[src/rtl/sha256_pkg.sv]
// Shared SHA-256 constants, round helper functions and the core FSM state type.
package sha256_pkg;

  typedef enum logic [1:0] {StIdle, StRound, StFinal} state_e;

  localparam logic [31:0] K [64] = '{
    32'h428a2f98, 32'h71374491, 32'hb5c0fbcf, 32'he9b5dba5, 32'h3956c25b, 32'h59f111f1,
    32'h923f82a4, 32'hab1c5ed5, 32'hd807aa98, 32'h12835b01, 32'h243185be, 32'h550c7dc3,
    32'h72be5d74, 32'h80deb1fe, 32'h9bdc06a7, 32'hc19bf174, 32'he49b69c1, 32'hefbe4786,
    32'h0fc19dc6, 32'h240ca1cc, 32'h2de92c6f, 32'h4a7484aa, 32'h5cb0a9dc, 32'h76f988da,
    32'h983e5152, 32'ha831c66d, 32'hb00327c8, 32'hbf597fc7, 32'hc6e00bf3, 32'hd5a79147,
    32'h06ca6351, 32'h14292967, 32'h27b70a85, 32'h2e1b2138, 32'h4d2c6dfc, 32'h53380d13,
    32'h650a7354, 32'h766a0abb, 32'h81c2c92e, 32'h92722c85, 32'ha2bfe8a1, 32'ha81a664b,
    32'hc24b8b70, 32'hc76c51a3, 32'hd192e819, 32'hd6990624, 32'hf40e3585, 32'h106aa070,
    32'h19a4c116, 32'h1e376c08, 32'h2748774c, 32'h34b0bcb5, 32'h391c0cb3, 32'h4ed8aa4a,
    32'h5b9cca4f, 32'h682e6ff3, 32'h748f82ee, 32'h78a5636f, 32'h84c87814, 32'h8cc70208,
    32'h90befffa, 32'ha4506ceb, 32'hbef9a3f7, 32'hc67178f2
  };

  // Element [7] is H0, so the packed vector matches the digest bit order directly.
  localparam logic [7:0][31:0] IV_256 = {
    32'h6a09e667, 32'hbb67ae85, 32'h3c6ef372, 32'ha54ff53a,
    32'h510e527f, 32'h9b05688c, 32'h1f83d9ab, 32'h5be0cd19
  };
  localparam logic [7:0][31:0] IV_224 = {
    32'hc1059ed8, 32'h367cd507, 32'h3070dd17, 32'hf70e5939,
    32'hffc00b31, 32'h68581511, 32'h64f98fa7, 32'hbefa4fa4
  };

  function automatic logic [31:0] rotr(input logic [31:0] x, input int unsigned n);
    return (x >> n) | (x << (32 - n));
  endfunction

  function automatic logic [31:0] ch(input logic [31:0] x, y, z);
    return (x & y) ^ (~x & z);
  endfunction

  function automatic logic [31:0] maj(input logic [31:0] x, y, z);
    return (x & y) ^ (x & z) ^ (y & z);
  endfunction

  function automatic logic [31:0] big_sigma0(input logic [31:0] x);
    return rotr(x, 2) ^ rotr(x, 13) ^ rotr(x, 22);
  endfunction

  function automatic logic [31:0] big_sigma1(input logic [31:0] x);
    return rotr(x, 6) ^ rotr(x, 11) ^ rotr(x, 25);
  endfunction

  function automatic logic [31:0] small_sigma0(input logic [31:0] x);
    return rotr(x, 7) ^ rotr(x, 18) ^ (x >> 3);
  endfunction

  function automatic logic [31:0] small_sigma1(input logic [31:0] x);
    return rotr(x, 17) ^ rotr(x, 19) ^ (x >> 10);
  endfunction

endpackage

[src/rtl/sha256_round.sv]
// One purely combinational SHA-256 compression round.
module sha256_round
  import sha256_pkg::*;
(
  input  logic [31:0] i_a,
  input  logic [31:0] i_b,
  input  logic [31:0] i_c,
  input  logic [31:0] i_d,
  input  logic [31:0] i_e,
  input  logic [31:0] i_f,
  input  logic [31:0] i_g,
  input  logic [31:0] i_h,
  input  logic [31:0] i_k,
  input  logic [31:0] i_w,
  output logic [31:0] o_a,
  output logic [31:0] o_b,
  output logic [31:0] o_c,
  output logic [31:0] o_d,
  output logic [31:0] o_e,
  output logic [31:0] o_f,
  output logic [31:0] o_g,
  output logic [31:0] o_h
);

  logic [31:0] w_t1;
  logic [31:0] w_t2;

  // Temporaries T1/T2, all sums wrap mod 2^32.
  always_comb begin
    w_t1 = i_h + big_sigma1(i_e) + ch(i_e, i_f, i_g) + i_k + i_w;
    w_t2 = big_sigma0(i_a) + maj(i_a, i_b, i_c);
  end

  assign o_a = w_t1 + w_t2;
  assign o_b = i_a;
  assign o_c = i_b;
  assign o_d = i_c;
  assign o_e = i_d + w_t1;
  assign o_f = i_e;
  assign o_g = i_f;
  assign o_h = i_g;

endmodule

[src/rtl/sha256_multiblock_core.sv]
// Iterative SHA-256/224 compression core with chaining state and RPC rounds per clock.
module sha256_multiblock_core
  import sha256_pkg::*;
#(
  parameter int unsigned ROUNDS_PER_CYCLE = 1,
  parameter int unsigned SUPPORT_224      = 1
) (
  input  logic         i_clk,
  input  logic         i_reset_n,
  input  logic         i_start,
  input  logic         i_first_block,
  input  logic         i_mode_224,
  input  logic [511:0] i_block_in,
  output logic         o_ready,
  output logic         o_hash_valid,
  output logic [255:0] o_hash_out
);

  localparam int         RPC      = int'(ROUNDS_PER_CYCLE);
  localparam logic [5:0] LAST_CNT = 6'(64 - RPC);

  state_e           r_state;
  state_e           w_state_next;
  logic [5:0]       r_cnt;
  logic [7:0][31:0] r_h;
  logic [7:0][31:0] r_work;
  logic [31:0]      r_w [16];
  logic             r_mode;
  logic             r_hash_valid;
  logic [255:0]     r_hash_out;

  logic             w_mode_in;
  logic [7:0][31:0] w_h_start;
  logic [7:0][31:0] w_h_sum;
  logic [7:0][31:0] w_work_next;
  logic [31:0]      w_w_ext [16+RPC];

  assign w_mode_in = (SUPPORT_224 != 0) && i_mode_224;
  assign w_h_start = i_first_block ? (w_mode_in ? IV_224 : IV_256) : r_h;

  // Chain of RPC rounds; round i of this cycle uses K[t+i] and window word i.
  for (genvar i = 0; i < RPC; i++) begin : g_rnd
    logic [7:0][31:0] w_in;
    logic [7:0][31:0] w_out;
    if (i == 0) begin : g_head
      assign w_in = r_work;
    end else begin : g_tail
      assign w_in = g_rnd[i-1].w_out;
    end
    sha256_round u_round (
      .i_a (w_in[7]),
      .i_b (w_in[6]),
      .i_c (w_in[5]),
      .i_d (w_in[4]),
      .i_e (w_in[3]),
      .i_f (w_in[2]),
      .i_g (w_in[1]),
      .i_h (w_in[0]),
      .i_k (K[r_cnt + 6'(i)]),
      .i_w (r_w[i]),
      .o_a (w_out[7]),
      .o_b (w_out[6]),
      .o_c (w_out[5]),
      .o_d (w_out[4]),
      .o_e (w_out[3]),
      .o_f (w_out[2]),
      .o_g (w_out[1]),
      .o_h (w_out[0])
    );
  end
  assign w_work_next = g_rnd[RPC-1].w_out;

  // Extend the 16-word window by RPC new schedule words; later words may use earlier new ones.
  always_comb begin
    for (int i = 0; i < 16; i++) w_w_ext[i] = r_w[i];
    for (int j = 0; j < RPC; j++) begin
      w_w_ext[16+j] = small_sigma1(w_w_ext[14+j]) + w_w_ext[9+j]
                    + small_sigma0(w_w_ext[1+j]) + w_w_ext[j];
    end
  end

  // Feed-forward sum of chaining state and working variables.
  always_comb begin
    for (int i = 0; i < 8; i++) w_h_sum[i] = r_h[i] + r_work[i];
  end

  // FSM next-state logic.
  always_comb begin
    w_state_next = r_state;
    unique case (r_state)
      StIdle:  if (i_start) w_state_next = StRound;
      StRound: if (r_cnt == LAST_CNT) w_state_next = StFinal;
      StFinal: w_state_next = StIdle;
      default: w_state_next = StIdle;
    endcase
  end

  // FSM state register.
  always_ff @(posedge i_clk or negedge i_reset_n) begin
    if (!i_reset_n) r_state <= StIdle;
    else            r_state <= w_state_next;
  end

  // Datapath: block capture, round iteration and digest update.
  always_ff @(posedge i_clk or negedge i_reset_n) begin
    if (!i_reset_n) begin
      r_cnt        <= '0;
      r_h          <= IV_256;
      r_work       <= '0;
      r_mode       <= 1'b0;
      r_hash_valid <= 1'b0;
      r_hash_out   <= '0;
      for (int i = 0; i < 16; i++) r_w[i] <= '0;
    end else begin
      r_hash_valid <= 1'b0;
      unique case (r_state)
        StIdle: begin
          if (i_start) begin
            for (int i = 0; i < 16; i++) r_w[i] <= i_block_in[511-32*i -: 32];
            r_h    <= w_h_start;
            r_work <= w_h_start;
            r_cnt  <= '0;
            if (i_first_block) r_mode <= w_mode_in;
          end
        end
        StRound: begin
          for (int i = 0; i < 16; i++) r_w[i] <= w_w_ext[i+RPC];
          r_work <= w_work_next;
          r_cnt  <= r_cnt + 6'(RPC);
        end
        StFinal: begin
          r_h          <= w_h_sum;
          r_hash_valid <= 1'b1;
          // SHA-224 truncates to H0..H6; H7 is still kept for chaining.
          r_hash_out   <= r_mode ? {w_h_sum[7:1], 32'h0} : w_h_sum;
        end
        default: ;
      endcase
    end
  end

  assign o_ready      = (r_state == StIdle);
  assign o_hash_valid = r_hash_valid;
  assign o_hash_out   = r_hash_out;

endmodule

[config.mk]
export PLATFORM = sky130hd
export DESIGN_NAME = sha256_multiblock_core
export DESIGN_NICKNAME = d
export VERILOG_FILES = /design/src/rtl/sha256_pkg.sv /design/src/rtl/sha256_round.sv /design/src/rtl/sha256_multiblock_core.sv
export SDC_FILE = /design/constraint.sdc
export NUM_CORES = 2
export LEC_CHECK = 0
export ABC_AREA = 1
export CORE_MARGIN = 8
export CORE_UTILIZATION = 40
export DETAILED_ROUTE_END_ITERATION = 16
export MAX_ROUTING_LAYER = met4
export PLACE_DENSITY_LB_ADDON = 0.25
export SETUP_SLACK_MARGIN = 0.1
export SYNTH_ARGS = -nofsm -noshare
export SYNTH_HDL_FRONTEND = slang
export SYNTH_HIERARCHICAL = 1
export SYNTH_SLANG_ARGS = --single-unit
[constraint.sdc]
create_clock -name i_clk -period 7.1 [get_ports i_clk]
set_input_delay 1.42 -clock i_clk [delete_from_list [all_inputs] [get_ports i_clk]]
set_output_delay 1.42 -clock i_clk [all_outputs]
set_load 0.02 [all_outputs]
==> out/summary.txt <==
Status: finished clean
Vias: 95,900
Count of cell types in the netlist: 71
Area of the core: 0.242 mm2
Least-Margin Pin Slew: 1280 ps
Slowest stage delay, CP: 530 ps
ANT nets after route: 0
CTS Hold Bufs: 0
Final core occ: 48.5%
Clock period minus worst slack: 6870 ps
Yosys warns: 6
GRT overflow: 0
Syn Inst Count: 13,900
Ranking of synthesized cells by area: dfrtp_1 (30%), nand2_1 (16%), inv_1 (8.5%), o21ai_0 (6.8%), ha_1 (5.0%)
Clock Latency Late Sink: 860 ps
Worst Reg2Reg Path Length in Cells: 34
Tcrit/Tclk final: 96.7%
Crit. Startpoint: r_cnt[0]
CP max stage cell: fa_1
Synth Register Bits: 1,290
Post-synth EDFFs: 0
Worst r2r src: r_cnt[0]
Area added between synthesis and finish: 20.8%
Area share of the largest cell type after synthesis: 29.7%
Worst setup path end: g_rnd[0].w_in[247]
Horiz. Die Dim: 509 um
Hold Startpoint: o_hash_out[160]
Finish-stage setup viols: 0
Unrepaired setup endpoints after global routing: true
Final hold slack: 471 ps
Layout cells sized above 1: 10.1%
TritonCTS clock tree: yes
Crit Path Category: reg2reg
CTS Sinks: 1,290
Detailed Place HPWL: 327 mm
Worst path arrival time: 7540 ps
Clock buffer depth: 3
Largest area contributor in the netlist: dfrtp_1
Worst slew margin: 14.7%
Worst clock skew: 80.4 ps
Family with the most delay on the worst path: adder cells
R2R setup slack: 230 ps
Final WL: 419 mm
Reg area: 0.0325 mm2
DR iter-0 viols: 9,710
Largest net degree at the start of global routing: 283
Post-synth top flop: dfrtp_1
NumNets Final: 15,900
Row Count: 181
Clock-pin transition on the worst setup and hold timing paths: 50 ps
Commonest non-fill, non-tap cells in the layout: nand2_1 (4,074), inv_1 (2,183), o21ai_0 (1,248), dfrtp_1 (1,154), nor2_1 (851)
PortBufs: 774
DIE AREA: 0.259 mm2
Wire length per cell: 23.1 um
Setup crit end kind: flop
Max-cap violations: 0
Die Y: 509 um
Critical-path maximum fanout: 5
Hold Path Class: reg2reg
Post-Syn Area: 0.0972 mm2
Total GRT Usage: 32.2%
Routability congestion estimate: 1.00
Mapped Nets: 15,000
CTS root buffer: clkbuf_16
Most common cell after layout, fill and taps aside: nand2_1
Syn Area/Cell: 6.97 um2
I/O Pins: 775
Number of buffers created by CTS: 156
Multi-input logic area: 0.0536 mm2
Remaining DRCs: 0
CP Data Required Time: 7770 ps
Vias in the first global route: 91,500
Vias per cell: 5.28
Critical path launch point type: flop
Final Hold Viols: 0
Post-synthesis sequential area ratio: 33.4%
Slew Viols, Final: 0
RR Endpoint: g_rnd[0].w_in[247]
Fillcell total: 24,500
CP bufs+invs: 10
Max Fclk: 146 MHz
First-pass GRT wire length: 609 mm
Initial antenna violation count: 76
DRT Pass-1 Iters: 9
Async SR Flop Fraction: 100%
Starting density of the core: 40.1%
Clock H-tree levels: 4
Critical path depth: 34
-- sequential cells by signal, summed over array words and instances, names as in the netlist --
signal	flops
o_hash_valid	1
r_w	512
r_state	2
r_h	256
r_cnt	6
o_hash_out	256
g_rnd.w_in	256
r_mode	1
-- per-layer routing --
metal | vias to the layer above | part of all wire (%) | routed length (um) | track usage [%]
met5 | - | 0 | 0 | -
met4 | 0 | 5.6 | 23300 | 14.7
met3 | 812 | 7.8 | 32600 | 6.19
met2 | 3823 | 45 | 189000 | 50.5
met1 | 45300 | 41 | 174000 | 40.5
li1 | 45900 | - | - | -
-- Yosys cell counts (26+ instances only) --
cell type  number
a21boi_0       72
a21o_1         37
a21oi_1       643
a22oi_1        56
a31oi_1        69
buf_2         302
buf_4         251
clkbuf_1      202
dfrtp_1      1154
dfstp_2       136
fa_1          195
ha_1          389
inv_1        2211
nand2_1      4121
nand3_1       493
nand3b_1       33
nand4_1        26
nor2_1        909
nor3_1         53
o211ai_1      489
o21ai_0      1320
o21ai_1        40
o21bai_1       60
or2_2          41
xnor2_1       151
xor2_1        199
-- logic make-up after synthesis --
| kind of cell | after synthesis | synth area share [%] |
|---|---|---|
| flops | 1290 | 33.4 |
| simple gates | 5746 | 23.5 |
| buf+inv | 3014 | 13.2 |
| mux | 31 | 0.331 |
| xor+xnor | 350 | 3.16 |
| compound gates | 2921 | 17.4 |
| fa+ha+maj | 586 | 9.05 |
-- final cells by class --
cell class                      count  share of cell area, %
Tap cell                         3202                   3.41
Timing Repair Buffer             1455                   11.4
Inverter                         2227                   7.18
Antenna cell                       74                  0.158
Clock inverter                     64                  0.786
Clock buffer                      219                   3.76
Multi-Input combinational cell   9634                   45.7
Sequential cell                  1290                   27.6
-- tightest hold or removal path: cells and delay by family, from the launching register on --
kind	cells	cell delay, ps
flip-flops	1	330
AND/OR/NAND/NOR	2	110
-- worst min-delay path by stage --
stage | end | slack [ps] | depth (start not counted)
detailed placement | o_hash_out[160] | 460 | 2
floorplan | r_w[95] | 450 | 2
global placement | o_hash_out[160] | 460 | 2
global route | o_hash_out[128] | 480 | 2
CTS | o_hash_out[185] | 450 | 1
finish | o_hash_out[160] | 470 | 2
-- what timing repair did --
item / CTS / global route
pin swaps: 5 / 101
buffers inserted: 1 / 38
gates resized for setup: 92 / 372
endpoints found under the setup margin: 35 / 45
-- metrics by stage --
stage | worst slack, ps | TNS, ps | instance area, um2 | cells
2_1_floorplan | 318 | 0 | 97200 | 13900
3_3_place_gp | -151 | -1440 | 110000 | 17800
3_5_place_dp | -341 | -4410 | 110000 | 17800
4_1_cts | 52.2 | 0 | 115000 | 18100
5_1_grt | -71.4 | -249 | 117000 | 18200
6_report | 233 | 0 | 117000 | 18200
Power is not shown: default switching activity piles up to over one toggle a cycle in this logic, so the estimate is an artifact.
